File: src/rtl/core_bus_scheduler.sv
// Command scheduler between the instruction handler and NUM_CORES cores.
// Accepts one command at a time, decodes the owning core from the address,
// strobes that core for one cycle, waits RESULT_LATENCY cycles, then returns
// the core's result. Unmapped addresses are answered with an error response.
//
// Ports:
//   clk_i, rst_i            clock, synchronous active-high reset
//   cmd_valid_i/ready_o     command handshake
//   cmd_instruction_i       opcode (0 = NOP)
//   cmd_address_i           global address
//   cmd_value_i             operand
//   rsp_valid_o             one-cycle response strobe
//   rsp_result_o            response result (held until next response)
//   rsp_error_o             response was for an unmapped address
//   core_sel_o              one-hot issue strobe
//   core_instruction_o      opcode to cores (0 when not issuing)
//   core_address_o          local offset within the core window
//   core_value_o            operand to cores
//   core_result_i           packed core results, core k at [k*DATA_W +: DATA_W]
//   core_stream_i           packed core stream words
//   stream_o                registered stream word of the last-addressed core
//   err_count_o             saturating count of unmapped commands
module core_bus_scheduler #(
  parameter int unsigned NUM_CORES      = 4,
  parameter int unsigned CORE_SPAN      = 16,
  parameter int unsigned RESULT_LATENCY = 2,
  parameter int unsigned ADDR_W         = 24,
  parameter int unsigned DATA_W         = 32,
  parameter int unsigned INSTR_W        = 8
) (
  input  logic                          clk_i,
  input  logic                          rst_i,
  input  logic                          cmd_valid_i,
  output logic                          cmd_ready_o,
  input  logic [INSTR_W-1:0]            cmd_instruction_i,
  input  logic [ADDR_W-1:0]             cmd_address_i,
  input  logic [DATA_W-1:0]             cmd_value_i,
  output logic                          rsp_valid_o,
  output logic [DATA_W-1:0]             rsp_result_o,
  output logic                          rsp_error_o,
  output logic [NUM_CORES-1:0]          core_sel_o,
  output logic [INSTR_W-1:0]            core_instruction_o,
  output logic [ADDR_W-1:0]             core_address_o,
  output logic [DATA_W-1:0]             core_value_o,
  input  logic [NUM_CORES*DATA_W-1:0]   core_result_i,
  input  logic [NUM_CORES*DATA_W-1:0]   core_stream_i,
  output logic [DATA_W-1:0]             stream_o,
  output logic [7:0]                    err_count_o
);

  localparam int unsigned SPAN_W = $clog2(CORE_SPAN);
  localparam int unsigned IDX_W  = (NUM_CORES > 1) ? $clog2(NUM_CORES) : 1;
  localparam int unsigned CNT_W  = 4;

  typedef enum logic [1:0] {
    IDLE    = 2'd0,
    ISSUE   = 2'd1,
    WAIT    = 2'd2,
    RESPOND = 2'd3
  } state_e;

  state_e               state_q, state_d;
  logic                 ready_q, ready_d;
  logic [CNT_W-1:0]     cnt_q, cnt_d;
  logic [IDX_W-1:0]     idx_q, idx_d;
  logic                 rsp_valid_q, rsp_valid_d;
  logic [DATA_W-1:0]    rsp_result_q, rsp_result_d;
  logic                 rsp_error_q, rsp_error_d;
  logic [NUM_CORES-1:0] core_sel_q, core_sel_d;
  logic [INSTR_W-1:0]   core_instr_q, core_instr_d;
  logic [ADDR_W-1:0]    core_addr_q, core_addr_d;
  logic [DATA_W-1:0]    core_value_q, core_value_d;
  logic [DATA_W-1:0]    stream_q, stream_d;
  logic [7:0]           err_cnt_q, err_cnt_d;

  // Address decode: full-width window index so high addresses never alias core 0.
  logic [ADDR_W-1:0] win_idx_c;
  logic [ADDR_W-1:0] offset_c;
  logic              mapped_c;
  assign win_idx_c = cmd_address_i >> SPAN_W;
  assign offset_c  = cmd_address_i & ADDR_W'(CORE_SPAN - 1);
  assign mapped_c  = (win_idx_c < ADDR_W'(NUM_CORES));

  // Result and stream muxes selected by the latched / last-addressed index.
  logic [DATA_W-1:0] result_sel_c;
  always_comb begin
    result_sel_c = '0;
    stream_d     = '0;
    for (int k = 0; k < NUM_CORES; k++) begin
      if (idx_q == IDX_W'(k)) begin
        result_sel_c = core_result_i[k*DATA_W +: DATA_W];
        stream_d     = core_stream_i[k*DATA_W +: DATA_W];
      end
    end
  end

  // State and output registers.
  always_ff @(posedge clk_i) begin
    if (rst_i) begin
      state_q      <= IDLE;
      ready_q      <= 1'b1;
      cnt_q        <= '0;
      idx_q        <= '0;
      rsp_valid_q  <= 1'b0;
      rsp_result_q <= '0;
      rsp_error_q  <= 1'b0;
      core_sel_q   <= '0;
      core_instr_q <= '0;
      core_addr_q  <= '0;
      core_value_q <= '0;
      stream_q     <= '0;
      err_cnt_q    <= '0;
    end else begin
      state_q      <= state_d;
      ready_q      <= ready_d;
      cnt_q        <= cnt_d;
      idx_q        <= idx_d;
      rsp_valid_q  <= rsp_valid_d;
      rsp_result_q <= rsp_result_d;
      rsp_error_q  <= rsp_error_d;
      core_sel_q   <= core_sel_d;
      core_instr_q <= core_instr_d;
      core_addr_q  <= core_addr_d;
      core_value_q <= core_value_d;
      stream_q     <= stream_d;
      err_cnt_q    <= err_cnt_d;
    end
  end

  // Next-state and next-output logic; outputs are computed one cycle ahead
  // so that every port comes straight from a register.
  always_comb begin
    state_d      = state_q;
    cnt_d        = cnt_q;
    idx_d        = idx_q;
    rsp_valid_d  = 1'b0;
    rsp_result_d = rsp_result_q;
    rsp_error_d  = rsp_error_q;
    core_sel_d   = '0;
    core_instr_d = '0;
    core_addr_d  = core_addr_q;
    core_value_d = core_value_q;
    err_cnt_d    = err_cnt_q;

    case (state_q)
      IDLE: begin
        if (cmd_valid_i) begin
          if (cmd_instruction_i == '0) begin
            state_d      = RESPOND;
            rsp_valid_d  = 1'b1;
            rsp_result_d = '0;
            rsp_error_d  = 1'b0;
          end else if (!mapped_c) begin
            state_d      = RESPOND;
            rsp_valid_d  = 1'b1;
            rsp_result_d = '0;
            rsp_error_d  = 1'b1;
            if (err_cnt_q != 8'hFF) begin
              err_cnt_d = err_cnt_q + 8'd1;
            end
          end else begin
            state_d      = ISSUE;
            idx_d        = IDX_W'(win_idx_c);
            core_sel_d   = NUM_CORES'(1) << IDX_W'(win_idx_c);
            core_instr_d = cmd_instruction_i;
            core_addr_d  = offset_c;
            core_value_d = cmd_value_i;
          end
        end
      end
      ISSUE: begin
        cnt_d   = CNT_W'(RESULT_LATENCY);
        state_d = WAIT;
      end
      WAIT: begin
        // Counter reaching 1 marks the last wait cycle, when the result is valid.
        if (cnt_q <= CNT_W'(1)) begin
          state_d      = RESPOND;
          rsp_valid_d  = 1'b1;
          rsp_result_d = result_sel_c;
          rsp_error_d  = 1'b0;
          cnt_d        = '0;
        end else begin
          cnt_d = cnt_q - CNT_W'(1);
        end
      end
      RESPOND: begin
        state_d = IDLE;
      end
      default: begin
        state_d = IDLE;
      end
    endcase

    ready_d = (state_d == IDLE);
  end

  assign cmd_ready_o        = ready_q;
  assign rsp_valid_o        = rsp_valid_q;
  assign rsp_result_o       = rsp_result_q;
  assign rsp_error_o        = rsp_error_q;
  assign core_sel_o         = core_sel_q;
  assign core_instruction_o = core_instr_q;
  assign core_address_o     = core_addr_q;
  assign core_value_o       = core_value_q;
  assign stream_o           = stream_q;
  assign err_count_o        = err_cnt_q;

endmodule

File: config.mk
export PLATFORM = sky130hd
export DESIGN_NAME = core_bus_scheduler
export DESIGN_NICKNAME = d
export VERILOG_FILES = /design/src/rtl/core_bus_scheduler.sv
export SDC_FILE = /design/constraint.sdc
export NUM_CORES = 1
export LEC_CHECK = 0
export CORE_AREA = 2 2 180 182
export CTS_CLUSTER_DIAMETER = 40
export DETAILED_ROUTE_END_ITERATION = 7
export DIE_AREA = 0 0 182 184
export HOLD_SLACK_MARGIN = 0.05
export SYNTH_ARGS = -nofsm -noshare
export SYNTH_HDL_FRONTEND = slang
export SYNTH_SLANG_ARGS = --single-unit
export TNS_END_PERCENT = 20
File: constraint.sdc
create_clock -name clk_i -period 6.1 [get_ports clk_i]
set_input_delay 1.22 -clock clk_i [delete_from_list [all_inputs] [get_ports clk_i]]
set_output_delay 1.22 -clock clk_i [all_outputs]
set_load 0.01 [all_outputs]
Yosys cells after proc, flatten, opt, wreduce, memory -nomap -nowiden
Cells that the tools add are included.

Add/subtract/negate cells: 2. $lt $le $gt $ge: 2. Equality and inequality tests: 10. Shift-type cells: 1. Muxes and demuxes: 30. Bitwise operators: 4. Reduce and logical (&&, ||, !) cells: 10.

Operators by type and width (number): $mux 32 (12); $pmux 32 s2 (1); $lt 20x3->1 const B (1); $add 8x1->8 const B (1); $eq 2x2->1 const B (4); $logic_not 8->1 (1); $mux 1 (8); $mux 2 (4); $ne 8x8->1 const B (1); $pmux 2 s4 (1); $pmux 4 s2 (1); $reduce_and 4->1 (2); $logic_not 2->1 (3); $reduce_and 5->1 (1); $reduce_or 5->1 (1); $eq 2x1->1 const B (2); $le 4x1->1 const B (1); $mux 4 (1); $ne 2x2->1 const B (2); $not 1->1 (4); $pmux 1 s2 (2); $reduce_bool 2->1 (2); $shl 1x2->4 const A (1); $sub 4x1->4 const B (1); $ne 3x3->1 const B (1).

Bits in registers: 131. Bits of input ports: 323. Output and inout bits: 143. Logic and storage cells: 72.

Depth between registers and ports, before layout
Gate-level depths: netlist (run 1).

Depth after elaboration: 7. Gate-level depth with buffers: 10. Depth with buffers taken out: 7.

Worst setup path before layout (run 1)
Ideal clock, no wire load.

Kind: input-to-reg. Start: input port cmd_address_i[21]. End: register rsp_result_q[0] (netlist: rsp_result_o[0]). Setup time: 121 ps. Data arrival time: 2637 ps. Required time: 5979 ps. Path slack: 3342 ps. Cell stages on the path: 6. Path buffers: 1. Cells stage by stage: nor4_1 -> and3_1 -> a31oi_1 -> o21ai_2 -> buf_6 -> mux2_4.

Longest elaborated chain between the ends: 3.

RTL lines: from (decl) (line 36) `input logic [ADDR_W-1:0] cmd_address_i,`; $lt 20x3->1 (line 82) `assign mapped_c = (win_idx_c < ADDR_W'(NUM_CORES));`; $ne 3x3->1 (no line); $reduce_and 4->1 (no line); to (signal assigned) (line 119) `rsp_result_q <= rsp_result_d;`; to (decl) (line 67) `logic [DATA_W-1:0] rsp_result_q, rsp_result_d;`.

Every way passes these cells. A chain may end at the register's enable or synchronous reset.

Worst setup path in the final report (run 1)
Start: input port cmd_address_i[21]. End: register rsp_result_q[30] (netlist: rsp_result_o[30]).

Same word-level chain as after synthesis.

==> impl_metrics.yaml, run 1 <==
status:
  status: "finished, final reports clean"
floorplan:
  die-width_um: 182
  die_h_um: 184
  dieArea_um2: 33500
  ios: 466
  core_area_um2: 31400
  rows: 65
  start_util: 0.214
power:
  power-per-cell-area_nw_per_um2: 226
  p_leak_nw: 4.18
  p_sw_mw: 0.780
  p_int_mw: 1.93
  combPwrFrac: 0.278
  p_sw_frac: 0.288
  seqPwrFrac: 0.349
  clock_power_share: 0.373
  vdd_drop_max_v: 0.000167
sta:
  final-setup-viol-count: 0
  hold_viol: 0
  post-route-period-util: 0.642
  finalWorstSetupSlack_ns: 2.18
  tns_ns: 0
  slew_headroom: 0.214
  fmax_ghz: 0.255
  worstMarginPinSlew_ns: 1.18
  fin_skew_ns: 0.0113
  timing.final.crit_period_ns: 3.92
  rsz0062_at_grt: "false"
  drv_slew: 0
  whs_ns: 0.455
route:
  ant_nets: 0
  detailedRoute.firstIterationViolations: 271
  drcViolationCount: 0
  wl_per_cell_um: 17.2
  vias: 6449
  wirelength_um: 25900
  viasPerCell: 4.30
  firstDrtPassIters: 4
worst_setup_path:
  crit_path_start_kind: "input pin"
  crit_fanout: 17
  cp.required_ns: 6.40
  crit_chain: "clkdlybuf4s50_1 > nor4_1 > and3_1 > a31oi_1 > o21ai_4 > buf_4 > mux2_4"
  max_stage_delay_ns: 0.65
  critPathLaunch: "cmd_address_i[21]"
  arrival_ns: 4.22
  critPathKind: "input pin to flop"
  rr_startpoint: "idx_q[0]$_SDFFE_PP0P_"
  end_kind: "flop"
  crit_path_top_delay_cell: "o21ai_4"
clocking:
  insertion_delay_ns: 0.41
  cts_sinks: 131
  h-tree-depth: 4
  postCtsHoldBufs: 0
  clk_path_buf_depth: 2
  clockRootBuffer: "clkbuf_16"
  post_cts_buffers: 0
  path_clk_slew_ns: 0.07
  tritoncts: "yes"
  cts_buffers: 17
  ctsResizeCount: 0
yosys:
  syn_area_um2: 6710
  ys_seq_elements: 131
  yosysUniqueCellTypes: 43
  synth_cells: 666
  yosys_warnings: 0
  ys_seq_area_frac: 0.391
  synth_edf_count: 0
  synth_area_per_cell_um2: 10.1
  async_reset_ff_frac: 0
  synth_flop_cell: "dfxtp_1"
run:
  max_cap_viol_count: 0
final_layout:
  nets: 1413
  syn_to_final_growth_pct: 78.8
  antennaDiodeCount: 0
  drive_above_1_share: 0.104
placement:
  portBuffers: 445
  pre_cts_slack_ns: 1.77
  gp_congestion: 0.729
  dp_hpwl_um: 20700
global_routing:
  grt_pass1_vias: 6464
  grt_pass1_wl_um: 37500
  grt_usage: 0.148
  grt-ovfl-total: 0
  antenna_found_initial: 0
  grt_max_degree: 68
worst_hold_path:
  min_from: "core_value_o[0]$_SDFFE_PP0P_"
  min_path_type: "flop to flop"
-- cell type report --
class / instances / area [um2]
flip-flops and latches: 131 / 2630
clock buffers: 18 / 429
repair buffers: 452 / 4500
fillers: 3147 / 19400
clock inverters: 14 / 141
inverters: 5 / 18.8
well taps: 402 / 503
multi-input cells: 478 / 3780
-- kinds of logic after synthesis --
| group | after synthesis | synth area share |
|---|---|---|
| muxes | 132 | 0.279 |
| and+or+nand+nor | 217 | 0.169 |
| adders and majority gates | 5 | 0.00932 |
| other | 1 | 0.000559 |
| AOI/OAI and AO/OA | 104 | 0.0911 |
| DFF | 131 | 0.391 |
| buffers and inverters | 76 | 0.0598 |
-- metrics by stage --
step / instance area (um2) / power, mW / util / std cells
floorplan: 6780 / 1.35 / - / 685
global placement: 11400 / 1.72 / 0.364 / 1468
detailed placement: 11400 / 1.73 / 0.364 / 1468
CTS: 12000 / 2.76 / 0.382 / 1500
global route: 12000 / 2.86 / 0.382 / 1500
finish: 12000 / 2.71 / 0.382 / 1500
-- power by group through the flow --
stage / Combinational (mW) / Clock [mW] / Sequential, mW
after floorplan: 0.372 / 0 / 0.982
after global placement: 0.755 / 0 / 0.963
after detailed placement: 0.762 / 0 / 0.964
after CTS: 0.764 / 1.06 / 0.945
after global routing: 0.810 / 1.10 / 0.952
final: 0.753 / 1.01 / 0.944
-- layout by cell type, fill, tap and decap left out, types with 2 or more instances in the layout --
cell type,instances
inv_1,5
mux2_2,3
o21ai_0,7
mux2i_1,67
o22ai_1,32
o21a_1,2
a211o_1,2
nor4_2,3
clkbuf_16,17
inv_6,8
mux4_2,32
and3_1,4
ha_1,5
nand4b_1,2
or3_1,2
and2_1,10
nor4_1,5
clkdlybuf4s50_1,444
nor2b_1,65
nand3_1,7
nand2b_1,5
conb_1,20
nor3_1,2
nor2_1,18
mux2_4,30
or4_1,4
buf_4,8
o31ai_1,6
nand2_1,82
a21oi_1,49
dfxtp_1,129
nand3b_1,2
clkinvlp_4,4
-- flip-flops by register name, summed over array words and instances (netlist names) --
| name | flops |
|---|---|
| core_value_o | 32 |
| idx_q | 2 |
| state_q | 2 |
| cmd_ready_o | 1 |
| rsp_error_o | 1 |
| core_sel_o | 4 |
| cnt_q | 4 |
| stream_o | 32 |
| core_instruction_o | 8 |
| core_address_o | 4 |
| rsp_valid_o | 1 |
| rsp_result_o | 32 |
| err_count_o | 8 |
-- cells in the mapped netlist, types with 6 or more instances --
cell	instances	area share
buf_4	21	0.023
mux2i_1	67	0.10
clkbuf_1	35	0.020
o31ai_1	6	0.0067
o21ai_0	7	0.0052
mux2_4	30	0.067
buf_2	12	0.0089
nand2_1	82	0.046
mux4_2	32	0.11
dfxtp_1	131	0.39
nor2b_1	65	0.061
nor4_1	6	0.0056
o22ai_1	32	0.030
a21oi_1	49	0.037
nand3_1	7	0.0052
and2_1	10	0.0093
nor2_1	18	0.010
-- per-layer routing --
metal  up-vias  GRT usage  part of all wire  wire (um)
met2       287      0.261              0.50      13000
met5         -          0                 0          0
met3        16     0.0388             0.064       1660
met4         0     0.0348             0.010        267
li1       3170          -                 -          -
met1      2976      0.179              0.42      10900
-- path summary, 6_finish.rpt --
kind,endpoint,slack (ns),depth (start not counted)
worst max-delay path,rsp_result_o[30]$_SDFFE_PP0P_,2.18,7
worst min-delay path,core_value_o[0]$_SDFFE_PP0P_,0.46,2
worst max register to register,stream_o[30]$_SDFF_PP0_,3.45,3
worst min register to register,core_value_o[0]$_SDFFE_PP0P_,0.46,2
-- critical path, delay by kind of cell --
kind,cells,cell delay (ns)
buffers and inverters,2,0.82
multiplexers,1,0.33
AO/OA/AOI/OAI,2,0.84
AND/OR/NAND/NOR,2,0.97
Power figures use the tool's default switching activity.
==> run 2, diff against run 1 <==
--- a/config.mk
+++ b/config.mk
@@ -5,10 +5,10 @@
 export SDC_FILE = /design/constraint.sdc
 export NUM_CORES = 1
 export LEC_CHECK = 0
-export CORE_AREA = 2 2 180 182
+export CORE_AREA = 2 2 182 184
 export CTS_CLUSTER_DIAMETER = 40
 export DETAILED_ROUTE_END_ITERATION = 7
-export DIE_AREA = 0 0 182 184
+export DIE_AREA = 0 0 184 186
 export HOLD_SLACK_MARGIN = 0.05
 export SYNTH_ARGS = -nofsm -noshare
 export SYNTH_HDL_FRONTEND = slang
==> constraint.sdc (replaced) <==
create_clock -name clk_i -period 3.2 [get_ports clk_i]
set_input_delay 0.64 -clock clk_i [delete_from_list [all_inputs] [get_ports clk_i]]
set_output_delay 0.64 -clock clk_i [all_outputs]
set_load 0.01 [all_outputs]
==> run 2 against run 1 <==
Design area rose by 1.5%. Sequential cell count did not move. Clock power increased by 100%. Die area increased by 2.2%. Combinational power rose by 100%. Highest routed layer unchanged.
==> impl_metrics.yaml, run 2 (synthesis results as in run 1) <==
status:
  status: "finished, final reports clean"
global_routing:
  grt_usage: 0.143
  grt_max_degree: 59
  grt_pass1_vias: 6485
  top_usage_layer: "met2"
  use_met1: 0.168
  antenna_found_initial: 0
  grt_pass1_wl_um: 37200
  grt-ovfl-total: 0
  grt_util_met2: 0.254
  use_met3: 0.0389
route:
  firstDrtPassIters: 4
  wl_per_cell_um: 16.9
  ant_nets: 0
  viasPerCell: 4.28
  detailedRoute.firstIterationViolations: 194
  vias: 6483
  wirelength_um: 25600
  drcViolationCount: 0
final_layout:
  antennaDiodeCount: 0
  drive_above_1_share: 0.112
  nets: 1423
  syn_to_final_growth_pct: 81.5
  layout_common_cells: "clkdlybuf4s50_1 (444), dfxtp_1 (129), nand2_1 (82)"
  fillers: 3250
  layout_commonest_cell: "clkdlybuf4s50_1"
clocking:
  cts_buffers: 17
  clk_path_buf_depth: 2
  cts_sinks: 131
  insertion_delay_ns: 0.42
  clockRootBuffer: "clkbuf_16"
  path_clk_slew_ns: 0.07
  ctsResizeCount: 0
  post_cts_buffers: 0
  postCtsHoldBufs: 0
  tritoncts: "yes"
  h-tree-depth: 4
power:
  power-per-cell-area_nw_per_um2: 440
  clock_power_share: 0.379
  seqPwrFrac: 0.336
  p_sw_mw: 1.53
  p_sw_frac: 0.286
  p_leak_nw: 4.26
  p_int_mw: 3.83
  vdd_drop_max_v: 0.000327
  combPwrFrac: 0.285
worst_hold_path:
  min_path_type: "flop to flop"
  whs_endpoint: "core_value_o[13]$_SDFFE_PP0P_"
  hold_path_depth: 2
  min_from: "core_value_o[13]$_SDFFE_PP0P_"
worst_setup_path:
  cp.required_ns: 3.50
  crit_chain: "clkdlybuf4s50_1 > nor4_1 > and3_1 > a31oi_1 > o21ai_4 > buf_4 > mux2_4"
  critPathKind: "input pin to flop"
  max_stage_delay_ns: 0.44
  r2r_cells: 7
  r2r-end: "err_count_o[7]$_SDFFE_PP0P_"
  crit_path_top_delay_cell: "o21ai_4"
  arrival_ns: 2.87
  r2r_slack_ns: 1.05
  crit_fanout: 9
  rr_startpoint: "state_q[0]$_SDFF_PP0_"
  crit_path_start_kind: "input pin"
  end_kind: "flop"
floorplan:
  core_area_um2: 32200
  dieArea_um2: 34200
  ios: 466
  die_h_um: 186
  rows: 66
  start_util: 0.208
  die-width_um: 184
placement:
  portBuffers: 445
  dp_hpwl_um: 20200
  gp_congestion: 0.739
sta:
  final-setup-viol-count: 0
  worstMarginPinSlew_ns: 0.830
  post-route-period-util: 0.802
  timing.final.crit_period_ns: 2.57
  hold_viol: 0
  rsz0062_at_grt: "false"
  whs_ns: 0.453
  fin_skew_ns: 0.0133
  slew_headroom: 0.442
  tns_ns: 0
  fmax_ghz: 0.389
  drv_slew: 0
run:
  max_cap_viol_count: 0
run 2: cell type report:
type                            instances  area, um2  area share
Clock buffer                           18        429      0.0352
Sequential cell                       131       2630       0.216
Inverter                                5       18.8     0.00154
Tap cell                              408        510      0.0419
Timing Repair Buffer                  462       4650       0.382
Clock inverter                         14        168      0.0138
Multi-Input combinational cell        478       3780       0.310
run 2: metal layers:
layer  up-vias  share of wire
met2       281           0.51
met1      2996           0.41
met4         0          0.011
li1       3195              -
met3        11          0.074
met5         -              0
run 2: worst max-delay path by stage:
stage / depth (start not counted) / slack [ns] / from / endpoint
5_1_grt: 7 / 0.49 / cmd_address_i[23] / rsp_result_o[28]$_SDFFE_PP0P_
2_1_floorplan: 6 / 1.02 / cmd_address_i[21] / rsp_result_o[0]$_SDFFE_PP0P_
3_5_place_dp: 7 / 0.19 / cmd_address_i[23] / rsp_result_o[13]$_SDFFE_PP0P_
4_1_cts: 7 / 0.64 / cmd_address_i[23] / rsp_result_o[19]$_SDFFE_PP0P_
6_report: 7 / 0.63 / cmd_address_i[23] / rsp_result_o[19]$_SDFFE_PP0P_
3_3_place_gp: 7 / 0.22 / cmd_address_i[21] / rsp_result_o[26]$_SDFFE_PP0P_
run 2: through the flow:
stage	cells	instance area, um2	power, mW	util	setup slack, ns
floorplan	685	6780	2.58	-	1.02
global placement	1484	11600	3.36	0.360	0.224
detailed placement	1484	11600	3.38	0.360	0.193
CTS	1516	12200	5.47	0.378	0.643
global route	1516	12200	5.65	0.378	0.493
finish	1516	12200	5.37	0.378	0.632
run 2: power by group through the flow:
stage,combinational [mW],clock [mW],sequential (mW)
2_1_floorplan,0.709,0,1.87
3_3_place_gp,1.52,0,1.84
3_5_place_dp,1.54,0,1.84
4_1_cts,1.55,2.12,1.80
5_1_grt,1.64,2.20,1.82
6_report,1.53,2.03,1.80
run 2: critical path: cells and delay by family:
family                 cells  cell delay (ns)
muxes                      1             0.30
AOI/OAI and AO/OA          2             0.61
and+or+nand+nor            2             0.65
buffers and inverters      2             0.65
